===== src/rtl/icache_responder.sv =====
// Instruction-side responder: direct-mapped, read-only line store answering fetch
// word reads in the same cycle on a hit, refilling whole 128-bit lines on a miss.
module icache_responder #(
    parameter int NUM_LINES  = 8,
    parameter int LINE_BYTES = 16
) (
    input  logic         clk,
    input  logic         reset,
    input  logic [15:0]  if_memaddr,
    input  logic         if_memread,
    input  logic [1:0]   if_mem_byte_enable,
    output logic         if_mem_resp,
    output logic [15:0]  if_mem_rdata,
    output logic [15:0]  pmem_address,
    output logic         pmem_read,
    input  logic [127:0] pmem_rdata,
    input  logic         pmem_resp
);

    localparam int IW   = $clog2(NUM_LINES);
    localparam int OFFW = $clog2(LINE_BYTES);
    localparam int TW   = 16 - OFFW - IW;
    localparam int WW   = OFFW - 1;

    typedef enum logic {
        IDLE  = 1'b0,
        FETCH = 1'b1
    } state_t;

    state_t state;
    state_t state_next;

    logic [NUM_LINES-1:0] valid;
    logic [TW-1:0]        tag_store  [NUM_LINES];
    logic [127:0]         data_store [NUM_LINES];
    logic [15:0]          miss_addr;

    logic [TW-1:0] req_tag;
    logic [IW-1:0] req_index;
    logic [WW-1:0] req_word;
    logic [IW-1:0] fill_index;
    logic [TW-1:0] fill_tag;
    logic [127:0]  req_line;
    logic [6:0]    word_lsb;
    logic          hit;
    logic          miss;
    logic          fill_en;

    // Byte enables and the byte-select address bit have no effect on a word fetch.
    logic unused_inputs;
    assign unused_inputs = ^{if_mem_byte_enable, if_memaddr[0]};

    assign req_tag    = if_memaddr[15 -: TW];
    assign req_index  = if_memaddr[OFFW +: IW];
    assign req_word   = if_memaddr[1 +: WW];
    assign fill_index = miss_addr[OFFW +: IW];
    assign fill_tag   = miss_addr[15 -: TW];

    assign req_line = data_store[req_index];
    assign word_lsb = {req_word, 4'b0000};

    assign hit     = if_memread && valid[req_index] && (tag_store[req_index] == req_tag)
                     && (state == IDLE);
    assign miss    = if_memread && !hit && (state == IDLE);
    assign fill_en = (state == FETCH) && pmem_resp;

    // NOTE: sequential state uses non-blocking assignments so every flop samples
    // pre-edge values; blocking here would create order-dependent simulation races.
    always_ff @(posedge clk or posedge reset) begin
        if (reset) begin
            state <= IDLE;
        end else begin
            state <= state_next;
        end
    end

    // NOTE: every output of a combinational block gets a default first, otherwise
    // any path that skips an assignment infers a latch.
    always_comb begin
        state_next   = state;
        if_mem_resp  = 1'b0;
        if_mem_rdata = 16'h0000;
        pmem_read    = 1'b0;
        pmem_address = 16'h0000;
        unique case (state)
            IDLE: begin
                if (hit) begin
                    if_mem_resp  = 1'b1;
                    if_mem_rdata = req_line[word_lsb +: 16];
                end else if (miss) begin
                    state_next = FETCH;
                end
            end
            FETCH: begin
                pmem_read    = 1'b1;
                pmem_address = miss_addr;
                if (pmem_resp) begin
                    state_next = IDLE;
                end
            end
            default: state_next = IDLE;
        endcase
    end

    // Miss address is frozen for the whole fill so a redirect cannot retarget it.
    always_ff @(posedge clk or posedge reset) begin
        if (reset) begin
            miss_addr <= 16'h0000;
        end else if (miss) begin
            miss_addr <= {if_memaddr[15:OFFW], {OFFW{1'b0}}};
        end
    end

    always_ff @(posedge clk or posedge reset) begin
        if (reset) begin
            valid <= '0;
        end else if (fill_en) begin
            valid[fill_index] <= 1'b1;
        end
    end

    // NOTE: tag and data arrays carry no reset; the valid bits alone gate their use,
    // which keeps the storage mappable onto plain RAM.
    always_ff @(posedge clk) begin
        if (fill_en) begin
            tag_store[fill_index]  <= fill_tag;
            data_store[fill_index] <= pmem_rdata;
        end
    end

endmodule


===== config.mk =====
export PLATFORM = sky130hd
export DESIGN_NAME = icache_responder
export DESIGN_NICKNAME = d
export VERILOG_FILES = /design/src/rtl/icache_responder.sv
export SDC_FILE = /design/constraint.sdc
export NUM_CORES = 1
export LEC_CHECK = 0
export CAP_MARGIN = 10
export CORE_ASPECT_RATIO = 1.75
export CORE_MARGIN = 2
export CORE_UTILIZATION = 35
export DETAILED_ROUTE_END_ITERATION = 12
export SYNTH_ARGS = -nofsm -noshare
export SYNTH_HDL_FRONTEND = slang
export SYNTH_SLANG_ARGS = --single-unit

===== constraint.sdc =====
create_clock -name clk -period 13.8 [get_ports clk]
set_input_delay 2.07 -clock clk [delete_from_list [all_inputs] [get_ports clk]]
set_output_delay 2.07 -clock clk [all_outputs]
set_load 0.02 [all_outputs]

## Word-level counts from Yosys, hierarchy flattened

Memory sizes are Yosys's and may differ from the RTL's.
Index checks and enable logic that the tools add are counted.

| cells by class | value |
|---|---|
| mux-type cells | 16 |
| $add $sub $neg | 0 |
| shift operators | 1 |
| $lt $le $gt $ge | 3 |
| reductions and logical operators | 8 |
| bitwise gates (word level) | 2 |
| equal/unequal tests | 1 |
| divide/modulo/power cells | 0 |
| multiply operators | 0 |

Operator list:

| cell | number |
|---|---|
| $shiftx 128x8->16 | 1 |
| $mux 16 | 3 |
| $mux 1 | 10 |
| $eq 9x9->1 | 1 |
| $lt 3x4->1 const B | 2 |
| $or 8x8->8 | 1 |
| $logic_and 1x1->1 | 7 |
| $bmux 1 s3 | 1 |
| $demux 1 s3 | 1 |
| $ge 3x1->1 const B | 1 |
| $pmux 1 s2 | 1 |
| $logic_not 1->1 | 1 |
| $not 1->1 | 1 |

| storage, ports and cells | value |
|---|---|
| output and inout bits | 34 |
| latch bits | 0 |
| bits in read-only memories | 0 |
| memories | 2 |
| memory bits (writable) | 1096 |
| bits of input ports | 150 |
| register bits after elaboration | 21 |

Memory list:

| memory | words | bits a word | read ports | clocked after memory_dff | write ports | RTL line | source |
|---|---|---|---|---|---|---|---|
| data_store | 8 | 128 | 1 | 0 | 1 | 35 | `logic [127:0] data_store [NUM_LINES];` |
| tag_store | 8 | 9 | 1 | 0 | 1 | 34 | `logic [TW-1:0] tag_store [NUM_LINES];` |

## Logic depth before layout (Yosys ltp)

Gate-level depths: netlist of run 1.

| logic depth | value |
|---|---|
| depth in word-level cells | 11 |
| depth in mapped cells | 12 |
| mapped depth without buffers | 7 |

## Worst setup path before layout of run 1

Ideal clock, no wire load.

| timing path | value |
|---|---|
| path type | in2reg |
| start | in pmem_resp |
| end | reg valid[0] |
| setup slack | 1320 ps |
| required time | 13676 ps |
| path buffers | 0 |
| stages | 3 |
| arrival time | 12356 ps |
| cell sequence | nand3b_1 > nor3_1 > or2_2 |

| on the way | value |
|---|---|
| word-level cells in the longest chain between the ends | 1 |

Ends and longest elaborated chain:

| what | RTL line | source |
|---|---|---|
| start, declared | 17 | `input logic pmem_resp` |
| $logic_and 1x1->1 | 65 | `assign fill_en = (state == FETCH) && pmem_resp;` |
| end signal, assigned | 116 | `valid <= '0;` |
| end signal, assigned by index | 118 | `valid[fill_index] <= 1'b1;` |
| end, declared | 33 | `logic [NUM_LINES-1:0] valid;` |

Every way passes these cells.
A chain may end at the register's enable or synchronous reset.

## Worst setup path after layout of run 1

| timing path | value |
|---|---|
| start | in if_memaddr[4] |
| end | out if_mem_rdata[1] |

| on the way | value |
|---|---|
| word-level cells in the longest chain between the ends | 7 |

Ends and longest elaborated chain:

| what | RTL line | source |
|---|---|---|
| start, declared | 9 | `input logic [15:0] if_memaddr,` |
| parallel branches: the longest is 5 deep, another holds $mem_v2 8x128 | - |  |
| $mux 16 * | 87 | `if (hit) begin` |
| $mux 16 * | 85 | `unique case (state)` |
| end, declared | 13 | `output logic [15:0] if_mem_rdata,` |

Mark *: on every way between the ends. The select of a mux whose other input is x is not followed.

==> results of run 1 <==
[critical path, delay by kind of cell]
| family | cells | cell delay, ns |
|---|---|---|
| simple gates | 1 | 0.16 |
| buf+inv | 4 | 2.55 |
| mux | 3 | 1.71 |
[state kept, by name (all words and copies together) (netlist names)]
name and count:
state 1, valid 8, miss_addr 12, data_store 1024
tag_store 72
[Yosys cell counts (all sizes together) (3+ instances only)]
master and instances:
mux2i 19, clkbuf 34, dfrtp 21, edfxtp 1096, xnor2 6, inv 3, nand2b 5, nor3 3
or2 8, nand2 4, a221oi 5, buf 53, and2 12, mux4 342, o22ai 5, mux2 24
nor2b 18, nor2 8
[cells by family after synthesis]
group,after synthesis
AO/OA/AOI/OAI,18
XOR/XNOR,8
buffers and inverters,90
flip-flops,1117
multiplexers,385
other,1
AND/OR/NAND/NOR,65
[final cells by class]
cell class,count,area [um2],area share
Inverter,3,11.26,0.0002259
Tap cell,1624,2032,0.04076
Timing Repair Buffer,210,2033,0.04079
Clock inverter,65,770.7,0.01546
Clock buffer,126,2736,0.05489
Multi-Input combinational cell,480,8826,0.1770
Antenna cell,2,5.005,0.0001004
Sequential cell,1117,33440,0.6707
[layout by cell type, fill, tap and decap left out, types with 6 or more instances in the layout]
master and count:
buf_4 34, clkinv_2 18, clkbuf_1 18, dfrtp_1 21, mux2_2 24, clkbuf_16 105, bufinv_16 16, mux2i_1 19
clkdlybuf4s50_1 171, mux4_2 342, clkinvlp_4 8, nor2_4 6, nor2b_1 18, and2_1 12, or2_2 8, xnor2_1 6
clkinv_1 18, edfxtp_1 1096
[worst paths after layout]
path / slack, ns / endpoint / cells past startpoint
min: 0.47 / valid[6] / 1
min reg2reg: 0.47 / valid[6] / 1
max in group asynchronous: 11.27 / miss_addr[12] / 2
min in group asynchronous: 1.95 / valid[5] / 2
max: 5.04 / if_mem_rdata[1] / 8
max reg2reg: 10.16 / data_store[7][68] / 5
[routing by layer]
layer	track usage	vias up	wire, um
met1	0.1951	10166	37820
met3	0.04453	193	6991
met4	0.04605	48	2441
met5	0	-	293
li1	-	7780	-
met2	0.2694	555	49870
[power groups by stage]
stage	Combinational (W)	Sequential, W	Clock (W)
finish	0.000516	0.00393	0.00292
global route	0.000553	0.00394	0.00312
CTS	0.000530	0.00393	0.00299
detailed placement	0.000529	0.00401	0
global placement	0.000520	0.00399	0
floorplan	0.000302	0.00401	0
[metrics by stage]
stage / util / worst slack (ns) / hold slack (ns) / cell area [um2] / std cells
floorplan: - / 1.320 / 0.4334 / 42680 / 1687
global route: 0.4114 / 4.600 / 0.4808 / 49850 / 3626
detailed placement: 0.3825 / 4.858 / 0.4557 / 46340 / 3434
CTS: 0.4114 / 4.862 / 0.4692 / 49850 / 3625
global placement: 0.3825 / 4.913 / 0.4456 / 46340 / 3434
finish: 0.4114 / 5.039 / 0.4696 / 49850 / 3627
==> results_dict.tcl, run 1 <==
set metrics [dict create \
    netlist_area_mm2 0.04267 \
    relSlewSlack 0.2650 \
    drc 0 \
    startpoint "if_memaddr[4]" \
    switching_share 0.2097 \
    skew_ns 0.01891 \
    wl_per_cell_um 26.86 \
    synth_compound_area_frac 0.003284 \
    crit_top_cell "mux4_2" \
    dr.pass1.iters 7 \
    start_kind "input pin" \
    synth_cell_types 34 \
    p_sw_w 0.001546 \
    cts.repair.resized 0 \
    timing.fmax_mhz 114.1 \
    synth-xor-area-share 0.001642 \
    antenna_found_initial 45 \
    worstHoldPathType "reg -> reg" \
    synth_flop_cell "edfxtp_1" \
    synthesis.instances 1684 \
    cts_setup_buffers 0 \
    vdd_drop_max_v 0.0001243 \
    cts_buffers 102 \
    async_flop_share 0.01880 \
    critPathMaxStageDelay_ns 0.81 \
    setup_violations 0 \
    p_clk_frac 0.397 \
    clock-sinks 1117 \
    gp_routability_congestion 0.7268 \
    portBuffers 176 \
    p_leak_nw 15.31 \
    grt_pass1_vias 20053 \
    period_needed_ns 8.761 \
    avgSynthCellArea_um2 25.34 \
    die_h_um 465.9 \
    grt_overflow 0 \
    slowest_stage "buf_4" \
    dieArea_mm2 0.1248 \
    synth_edf_count 1096 \
    die_w_um 267.9 \
    grt_use_total 0.1579 \
    cts-root-buf "clkbuf_16" \
    worstPathRequired_ns 11.73 \
    worstSetupEndpointType "output port" \
    internal_power_w 0.005825 \
    route.antenna.remaining_nets 0 \
    period_share 0.6348 \
    synthMuxAreaShare 0.1913 \
    p_per_area_mw_per_mm2 147.9 \
    maxSlewViolCount 0 \
    seq_area_frac_synth 0.7836 \
    nNetsFinal 2064 \
    power_frac_comb 0.070 \
    row_count 169 \
    clk_pin_slew_ns 0.06 \
    layout-drive-gt1-share 0.2889 \
    grt_pass1_wl_mm 141.0 \
    synthSimpleGateAreaFrac 0.008856 \
    grt_max_degree 115 \
    synth_top_family_by_area "multiplexers" \
    final-hold-violation-count 0 \
    synth_fa_ha_area_frac 0 \
    status "finished clean" \
    clock_latency_ns 0.67 \
    h-tree-depth 3 \
    core_mm2 0.1212 \
    dp_hpwl_mm 55.91 \
    setup_tns_ns 0 \
    nFillCells 10319 \
    crit_fanout 114 \
    min-delay-start "valid[6]" \
    vias 18742 \
    vias_per_cell 5.167 \
    clock_path_buffers 3 \
    synth.area.top_cells "edfxtp_1 77%, mux4_2 18%, dfrtp_1 1.2%" \
    wl_mm 97.41 \
    initial_core_util 0.3522 \
    rr_startpoint "state" \
    rsz0062_at_grt "no" \
    synth_warnings 0 \
    arrival_ns 6.69 \
    max_slew.worst_pin.slew_ns 1.103 \
    drv_cap 0 \
    path_cells "buf_8, buf_12, buf_4, mux4_2, mux4_2, mux4_2, nor2b_1, clkdlybuf4s50_1" \
    syn_to_final_growth_pct 16.83 \
    ys_ff_latch 1117 \
    cts_tree "done" \
    power_frac_seq 0.533 \
    yosysTopAreaCellShare 0.7713 \
    power_w 0.007371 \
    yosys.area.top_type "edfxtp_1" \
    top_level_ports 184 \
    cts_hold_buf 0 \
    drt_iter0_drc 1600 \
    critPathKind "in -> out" \
]
No activity file was read; power rests on OpenSTA's default activity.
==> inputs of run 2 (changes only) <==
- clock period: 13.8 -> 8.2 ns (I/O delays scaled with it)
==> results_dict.tcl, run 2 (synthesized netlist as in run 1, its figures left out) <==
set metrics [dict create \
    clock-sinks 1117 \
    layout_setup_ws_ns 1.889 \
    nNetsFinal 2056 \
    crit_fanout 85 \
    top_level_ports 184 \
    cts-root-buf "clkbuf_16" \
    die_h_um 465.9 \
    layout-drive-gt1-share 0.2825 \
    clk_pin_slew_ns 0.06 \
    die_w_um 267.9 \
    vdd_drop_max_v 0.0001642 \
    crit_family "simple AND/OR/NAND/NOR gates" \
    grt_pass1_vias 20552 \
    h-tree-depth 3 \
    placed_area_mm2 0.04645 \
    p_leak_nw 15.20 \
    cts_buffers 101 \
    arrival_ns 5.08 \
    drt_iter0_drc 1655 \
    period_share 0.7697 \
    portBuffers 176 \
    grt_max_degree 117 \
    fin_cells 3624 \
    initial_core_util 0.3522 \
    grt_overflow 0 \
    use_met1 0.1966 \
    clock_latency_ns 0.69 \
    relSlewSlack 0.3146 \
    top_regs "data_store (1024), tag_store (72), miss_addr (12)" \
    cts_hold_buf 0 \
    wl_mm 96.72 \
    grt_pass1_wl_mm 140.9 \
    row_count 169 \
    rsz0062_at_grt "no" \
    cts_tree "done" \
    timing.fmax_mhz 158.4 \
    layout_commonest_cell "edfxtp_1" \
    critPathKind "in -> out" \
    grt_use_total 0.1575 \
    drv_cap 0 \
    seq_area_mm2 0.03344 \
    multi_input_area_mm2 0.008838 \
    dr.pass1.iters 5 \
    cts.repair.resized 0 \
    grt_use_met3 0.03851 \
    route.antenna.remaining_nets 0 \
    gp_routability_congestion 0.7232 \
    start_kind "input pin" \
    path_cells "buf_8, nand2_1, o22ai_1, a221oi_1, xnor2_1, nand3_1, nand4bb_2, nor2b_1, clkdlybuf4s50_1" \
    worstSetupEndpointType "output port" \
    vias_per_cell 5.180 \
    drc 0 \
    final-hold-violation-count 0 \
    nFillCells 10343 \
    dp_hpwl_mm 53.88 \
    clock_path_buffers 3 \
    period_needed_ns 6.311 \
    grt_use_met2 0.2691 \
    busiest_layer "met2" \
    dieArea_mm2 0.1248 \
    max_slew.worst_pin.slew_ns 1.028 \
    largest_reg_flops 1024 \
    dp.cells 3427 \
    vias 18774 \
    maxSlewViolCount 0 \
    dp_slack_ns 1.861 \
    core_mm2 0.1212 \
    setup_tns_ns 0 \
    wl_per_cell_um 26.69 \
    critPathMaxStageDelay_ns 0.81 \
    worstPathRequired_ns 6.97 \
    status "finished clean" \
    slowest_stage "nand4bb_2" \
    path_buf_inv 2 \
    skew_ns 0.02919 \
    final_cell_area_mm2 0.04969 \
    final_cell_mix "1096 x edfxtp_1, 342 x mux4_2, 171 x clkdlybuf4s50_1" \
    regMostFlops "data_store" \
    worstHoldPathType "reg -> reg" \
    cts_setup_buffers 0 \
    antenna_found_initial 42 \
    setup_violations 0 \
    p_per_area_mw_per_mm2 243.4 \
    syn_to_final_growth_pct 16.44 \
]
run 2: cell count changes in the layout (fill, tap and decap cells not counted), sizes merged:
cell / change
diode: +5
clkbuf: -1
clkinv: +8
clkinvlp: -4
bufinv: -9
buf: -7
inv: +5
run 2: path summary, 6_finish.rpt:
path	start	endpoint	slack, ns	cells after the start
setup / recovery	if_memaddr[5]	if_mem_rdata[0]	1.89	9
hold / removal	valid[1]	valid[1]	0.46	1
setup reg to reg	state	data_store[3][9]	4.99	4
hold reg to reg	valid[1]	valid[1]	0.46	1
max in group asynchronous	reset	miss_addr[13]	6.59	2
min in group asynchronous	reset	miss_addr[4]	1.04	2
run 2: stage by stage:
stage | hold WS [ns] | power [W] | util
2_1_floorplan | 0.4334 | 0.007255 | -
3_3_place_gp | 0.4450 | 0.007606 | 0.3834
3_5_place_dp | 0.4540 | 0.007641 | 0.3834
4_1_cts | 0.4700 | 0.01224 | 0.4099
5_1_grt | 0.4849 | 0.01250 | 0.4100
6_report | 0.4645 | 0.01210 | 0.4101
run 2: area by class of cell:
class,count,share of cell area
diodes,7,0.0003526
clock buffers,125,0.05374
clock inverters,65,0.01103
inverters,3,0.0002266
multi-input cells,480,0.1779
flip-flops and latches,1117,0.6730
well taps,1624,0.04090
repair buffers,203,0.04289
run 2: report_power, final:
| part | switching (W) | internal, W | total, W |
|---|---|---|---|
| sequential | 0.0000823 | 0.00653 | 0.00662 |
| combinational | 0.000483 | 0.000392 | 0.000875 |
| clock | 0.00206 | 0.00255 | 0.00460 |
run 2: metal layers:
layer / wire length (um) / share of wire
met1: 37870 / 0.39
met2: 49530 / 0.51
met3: 6661 / 0.069
met4: 2333 / 0.024
met5: 322 / 0.0033
